**src/rtl/jac_pkg.sv**
```systemverilog
// Shared Jac1-8 definitions: instruction geometry, sequencer state encoding and opcode constants.
package jac_pkg;

   localparam int PROGRAM_DataWidth = 16;
   localparam int NumOpCodeBits     = 5;

   typedef enum logic [2:0] {
      ST_IDLE   = 3'd0,
      ST_FETCH  = 3'd1,
      ST_DECODE = 3'd2,
      ST_EXEC   = 3'd3,
      ST_WB     = 3'd4
   } seq_state_t;

   typedef logic [NumOpCodeBits-1:0]     opcode_t;
   typedef logic [PROGRAM_DataWidth-1:0] instr_t;

   localparam opcode_t HaltOpcode = 5'b1_1111;
   localparam instr_t  NopInstr   = '0;

   function automatic opcode_t get_opcode(input instr_t instr);
      return instr[PROGRAM_DataWidth-1 -: NumOpCodeBits];
   endfunction

endpackage

```
**src/rtl/instr_sequencer_fetch_timer.sv**
```systemverilog
// FETCH wait counter: counts cycles without valid data; expired fires combinationally on the
// last permitted empty cycle so the FSM can leave FETCH on that same edge.
module fetch_timer
   import jac_pkg::*;
#(
   parameter int FetchTimeout = 15
) (
   input  logic clk,
   input  logic reset,
   input  logic clear,
   input  logic count_en,
   output logic expired
);

   localparam int CntW = $clog2(FetchTimeout + 1);
   localparam logic [CntW-1:0] LastWait = CntW'(FetchTimeout - 1);

   logic [CntW-1:0] cnt_q, cnt_d;

   always_comb begin
      cnt_d = cnt_q;
      if (clear) begin
         cnt_d = '0;
      end else if (count_en) begin
         cnt_d = cnt_q + 1'b1;
      end
   end

   always_ff @(posedge clk) begin
      if (reset) begin
         cnt_q <= '0;
      end else begin
         cnt_q <= cnt_d;
      end
   end

   assign expired = count_en && (cnt_q == LastWait);

endmodule

```
**src/rtl/instr_sequencer.sv**
```systemverilog
// Jac1-8 multi-cycle sequencer: FETCH/DECODE/EXEC/WB with run/halt, fetch timeout and retire count.
// Optional single-step mode (step_req/step_ack) is built when SEQ_SINGLE_STEP_EN is defined.
module instr_sequencer
   import jac_pkg::*;
#(
   parameter int FetchTimeout = 15,
   parameter int RetireWidth  = 16
) (
   input  logic                         clk,
   input  logic                         reset,
   input  logic                         run,
   input  logic                         halt_req,
   output logic                         prog_req,
   input  logic [PROGRAM_DataWidth-1:0] prog_data,
   input  logic                         prog_valid,
   output logic [PROGRAM_DataWidth-1:0] ir,
   input  logic                         dec_wr_en,
   input  logic                         dec_stat_wr_en,
   input  logic                         dec_cnt_wr_en,
   output logic                         reg_wr_en,
   output logic                         stat_wr_en,
   output logic                         pc_load,
   output logic                         pc_inc,
   output logic [2:0]                   state,
   output logic                         halted,
   output logic                         fetch_err,
`ifdef SEQ_SINGLE_STEP_EN
   input  logic                         step_req,
   output logic                         step_ack,
`endif
   output logic [RetireWidth-1:0]       retired
);

   seq_state_t             state_q, state_d;
   instr_t                 ir_q, ir_d;
   logic [RetireWidth-1:0] retired_q, retired_d;
   logic                   fetch_err_q, fetch_err_d;
   logic                   halt_pend_q, halt_pend_d;
   logic                   timer_expired;
   logic                   timer_clear;
   logic                   timer_count;
   logic                   step_start;
   logic                   step_active;

   assign timer_count = (state_q == ST_FETCH) && !prog_valid;
   assign timer_clear = (state_q != ST_FETCH) || prog_valid;

   fetch_timer #(
      .FetchTimeout(FetchTimeout)
   ) u_fetch_timer (
      .clk     (clk),
      .reset   (reset),
      .clear   (timer_clear),
      .count_en(timer_count),
      .expired (timer_expired)
   );

`ifdef SEQ_SINGLE_STEP_EN
   logic step_q, step_d;
   logic step_ack_q, step_ack_d;

   // step_q marks an instruction launched by step_req; it forces a return to IDLE after WB
   always_comb begin
      step_d     = step_q;
      step_ack_d = 1'b0;
      if (state_q == ST_IDLE) begin
         if (!fetch_err_q && !run && step_req) begin
            step_d = 1'b1;
         end
      end else if (state_d == ST_IDLE) begin
         step_ack_d = step_q;
         step_d     = 1'b0;
      end
   end

   always_ff @(posedge clk) begin
      if (reset) begin
         step_q     <= 1'b0;
         step_ack_q <= 1'b0;
      end else begin
         step_q     <= step_d;
         step_ack_q <= step_ack_d;
      end
   end

   assign step_start  = step_req;
   assign step_active = step_q;
   assign step_ack    = step_ack_q;
`else
   assign step_start  = 1'b0;
   assign step_active = 1'b0;
`endif

   always_ff @(posedge clk) begin
      if (reset) begin
         state_q <= ST_IDLE;
      end else begin
         state_q <= state_d;
      end
   end

   always_comb begin
      state_d = state_q;
      case (state_q)
         ST_IDLE: begin
            if (!fetch_err_q && (run || step_start)) begin
               state_d = ST_FETCH;
            end
         end
         ST_FETCH: begin
            // valid data beats the timeout when both land on the same cycle
            if (prog_valid) begin
               state_d = ST_DECODE;
            end else if (timer_expired) begin
               state_d = ST_IDLE;
            end
         end
         ST_DECODE: begin
            if (get_opcode(ir_q) == HaltOpcode) begin
               state_d = ST_IDLE;
            end else begin
               state_d = ST_EXEC;
            end
         end
         ST_EXEC: state_d = ST_WB;
         ST_WB: begin
            if (halt_pend_q || halt_req || step_active) begin
               state_d = ST_IDLE;
            end else begin
               state_d = ST_FETCH;
            end
         end
         default: state_d = ST_IDLE;
      endcase
   end

   always_comb begin
      prog_req   = 1'b0;
      halted     = 1'b0;
      reg_wr_en  = 1'b0;
      stat_wr_en = 1'b0;
      pc_load    = 1'b0;
      pc_inc     = 1'b0;
      case (state_q)
         ST_IDLE:  halted   = 1'b1;
         ST_FETCH: prog_req = 1'b1;
         ST_EXEC:  stat_wr_en = dec_stat_wr_en && !reset;
         ST_WB: begin
            reg_wr_en = dec_wr_en && !reset;
            pc_load   = dec_cnt_wr_en && !reset;
            pc_inc    = !dec_cnt_wr_en && !reset;
         end
         default: ;
      endcase
   end

   always_comb begin
      ir_d        = ir_q;
      retired_d   = retired_q;
      fetch_err_d = fetch_err_q;
      halt_pend_d = halt_pend_q;
      if (state_q == ST_FETCH) begin
         if (prog_valid) begin
            ir_d = prog_data;
         end else if (timer_expired) begin
            fetch_err_d = 1'b1;
         end
      end
      if (state_q == ST_WB) begin
         retired_d = retired_q + RetireWidth'(1);
      end
      if (state_d == ST_IDLE) begin
         halt_pend_d = 1'b0;
      end else if ((state_q != ST_IDLE) && halt_req) begin
         halt_pend_d = 1'b1;
      end
   end

   always_ff @(posedge clk) begin
      if (reset) begin
         ir_q        <= NopInstr;
         retired_q   <= '0;
         fetch_err_q <= 1'b0;
         halt_pend_q <= 1'b0;
      end else begin
         ir_q        <= ir_d;
         retired_q   <= retired_d;
         fetch_err_q <= fetch_err_d;
         halt_pend_q <= halt_pend_d;
      end
   end

   assign ir        = ir_q;
   assign retired   = retired_q;
   assign fetch_err = fetch_err_q;
   assign state     = state_q;

endmodule
```
**config.mk**
```make
export PLATFORM = sky130hd
export DESIGN_NAME = instr_sequencer
export DESIGN_NICKNAME = d
export VERILOG_FILES = /design/src/rtl/jac_pkg.sv /design/src/rtl/instr_sequencer_fetch_timer.sv /design/src/rtl/instr_sequencer.sv
export SDC_FILE = /design/constraint.sdc
export NUM_CORES = 1
export LEC_CHECK = 0
export BUFFER_PORTS_ARGS = -buffer_cell sky130_fd_sc_hd__buf_2
export CORE_UTILIZATION = 48
export CTS_CLUSTER_SIZE = 28
export DETAILED_ROUTE_END_ITERATION = 7
export PLACE_DENSITY = 0.79
export SYNTH_ARGS = -nofsm -noshare
export SYNTH_HDL_FRONTEND = slang
export SYNTH_SLANG_ARGS = --single-unit
```
**constraint.sdc**
```tcl
create_clock -name clk -period 2.6 [get_ports clk]
set_input_delay 0 -clock clk [delete_from_list [all_inputs] [get_ports clk]]
set_output_delay 0 -clock clk [all_outputs]
set_load 0.1 [all_outputs]
```
==> results.ini <==
[yosys]
synth_area_per_cell_um2 = 8.17
yosys-top-cells-area = dfxtp_1 47%, nand2_1 9.3%, a21oi_1 6.9%, nor2_1 3.7%, xnor2_1 3.0%
synth_cell_types = 35
yosysTopAreaCellShare = 0.474
synth_nets = 239
synthCells = 212
netlist_area_um2 = 1730
synth_seq_cells = 41
ys_seq_area_frac = 0.474
synth_warnings = 0
yosys.area.top_type = dfxtp_1

[detailed_routing]
wl_per_cell_um = 12.3
drt_iter0_drc = 83
antenna_left = 0
wl_mm = 4.13
viasPerCell = 5.07
num_vias = 1708
drt_first_pass_iters = 4
drcViolationCount = 0

[critical_path]
end_kind = output port
start_kind = flop
ff2ff_path_depth = 4
regToRegEndpoint = retired[15]
arrival_ns = 2.07
critPathKind = flop to output port
critPathMaxFanout = 13
rrSetupSlack_ns = 0.65
required_ns = 2.60
r2r-start = state[1]

[clocking]
root_buffer = clkbuf_4
cts_tree = done
cts_resized = 0
cts_buffers = 5
clkTransAtPathRegs_ns = 0.10
cts_sinks = 41
worstSkewPairLatency_ns = 0.35
htree_levels = 2
cts_buffer_depth = 2

[floorplan]
ioPinCount = 66
die_area_um2 = 3850
die_w_um = 62.1
start_util = 0.511
placementRows = 21
core_um2 = 3390
fp.dieH_um = 62.1

[power]
internal_power_w = 0.000863
swShare = 0.317
ir_drop_mv = 0.350
power_density_nw_per_um2 = 541
p_switching_w = 0.000402
total_leakage_power_nw = 1.01
power_frac_clock = 0.280
seq_power_share = 0.521
p_comb_frac = 0.199

[run_status]
status = complete, no violations

[timing]
fin_crit_ns = 2.07
finalCritPeriodShare = 0.795
worst_slew_pin_slew_ns = 0.734
finalSetupViolCount = 0
max-slew-margin-rel = 0.510
slew_violations = 0
whs_ns = 0.0764
clock_skew_ns = 0.0102
fin_ws_ns = 0.533
max_freq_mhz = 484
hold_viol_final = 0
grt_setup_unrepaired = false

[layout]
drive_above_1_share = 0.271
diodes = 0
area_delta_synth_final_pct = 35.0
finalNetCount = 317
layout_common_cells = 65 x buf_2, 43 x nand2_1, 40 x dfxtp_1, 24 x a21oi_1
final_common_cell = buf_2

[worst_hold_path]
min_delay_worst_endpoint = u_fetch_timer.cnt_q[1]
hold_start = prog_valid
min_delay_path_depth = 4
hp-class = input pin to flop

[global_routing]
grt_start_max_net_pins = 42
grt_pass1_vias = 1408
grt_usage = 0.225
grt_pass1_wl_mm = 6.26
grt_remaining_overflow = 0
antenna_found_initial = 0

[placed_design]
pre_cts_ws_ns = 0.667
gp_congestion = 0.774
dp_hpwl_mm = 2.65
io_buffers = 65

[flow_run]
maxCapViolations = 0

==> worst max path at each step <==
| stage | start | endpoint | slack (ns) |
|---|---|---|---|
| finish | state[2] | pc_load | 0.53 |
| global route | state[2] | pc_load | 0.38 |
| CTS | state[2] | reg_wr_en | 0.59 |
| detailed placement | state[1] | retired[15] | 0.67 |
| global placement | state[1] | retired[15] | 0.71 |
| floorplan | state[1] | halted | -0.008 |
==> power by group through the flow <==
stage / clock network (W) / registers [W] / logic [W]
after floorplan: 0 / 0.000765 / 0.0000952
after global placement: 0 / 0.000671 / 0.000229
after detailed placement: 0 / 0.000672 / 0.000231
after CTS: 0.000363 / 0.000658 / 0.000251
after global routing: 0.000392 / 0.000662 / 0.000270
final: 0.000355 / 0.000659 / 0.000252
==> cells by family (layout without fill, tap and decap cells) <==
| group | Yosys count | after routing | share of synthesized area |
|---|---|---|---|
| fa+ha+maj | 3 | 3 | 0.0217 |
| buf+inv | 15 | 94 | 0.0340 |
| simple gates | 106 | 106 | 0.300 |
| compound gates | 36 | 36 | 0.115 |
| xor+xnor | 11 | 11 | 0.0556 |
| flops | 41 | 41 | 0.474 |
==> flip-flops by register name, summed over array words and instances, names as in the netlist <==
name / flops
ir: 16
fetch_err: 1
u_fetch_timer.cnt_q: 4
halt_pend_q: 1
state: 3
retired: 16
==> layer usage <==
metal / vias to the layer above / GRT usage / part of all wire
li1: 875 / - / -
met1: 768 / 0.287 / 0.45
met2: 58 / 0.371 / 0.48
met3: 7 / 0.0518 / 0.050
met4: 0 / 0.0857 / 0.015
met5: - / 0 / 0
==> cells in the mapped netlist, drive strengths merged <==
cell    instances
a21oi          24
a221oi          1
a31oi           1
a41oi           1
and2            5
and3            3
and4            1
and4bb          1
buf             2
clkbuf          9
dfxtp          41
ha              3
inv             4
nand2          43
nand2b          1
nand3           8
nand4           5
nand4b          2
nor2           17
nor2b           3
nor3            6
nor3b           1
nor4            1
nor4b           1
o21a            1
o21ai           6
o221ai          1
o22a            1
or2             2
or3             4
or4             2
xnor2           6
xor2            5
==> critical path: stages, from the launching register on <==
cell     delay (ns)
dfxtp_1        0.64
nand2_1        0.28
nor2_1         0.21
and2_1         0.17
buf_2          0.43
==> metrics by stage <==
stage          area (um2)  std cells   TNS, ns  utilization  power (W)
2_1_floorplan        1760        212  -0.00763            -   0.000860
3_3_place_gp         2100        312         0        0.619   0.000901
3_5_place_dp         2100        312         0        0.619   0.000903
4_1_cts              2340        337         0        0.690    0.00127
5_1_grt              2340        337         0        0.690    0.00132
6_report             2340        337         0        0.690    0.00126
==> cell type report <==
| cell class | count | area [um2] |
|---|---|---|
| well taps | 46 | 57.6 |
| flip-flops and latches | 41 | 825 |
| repair buffers | 82 | 495 |
| inverters | 4 | 15.0 |
| multi-input cells | 156 | 875 |
| clock inverters | 1 | 5.00 |
| fillers | 267 | 1050 |
| clock buffers | 7 | 65.1 |
==> timing repair <==
item | CTS | global route
hold buffers | 17 | 0
hold endpoints to repair | 17 | 0
setup buffers | 0 | 0
(Power assumes the default switching activity.)
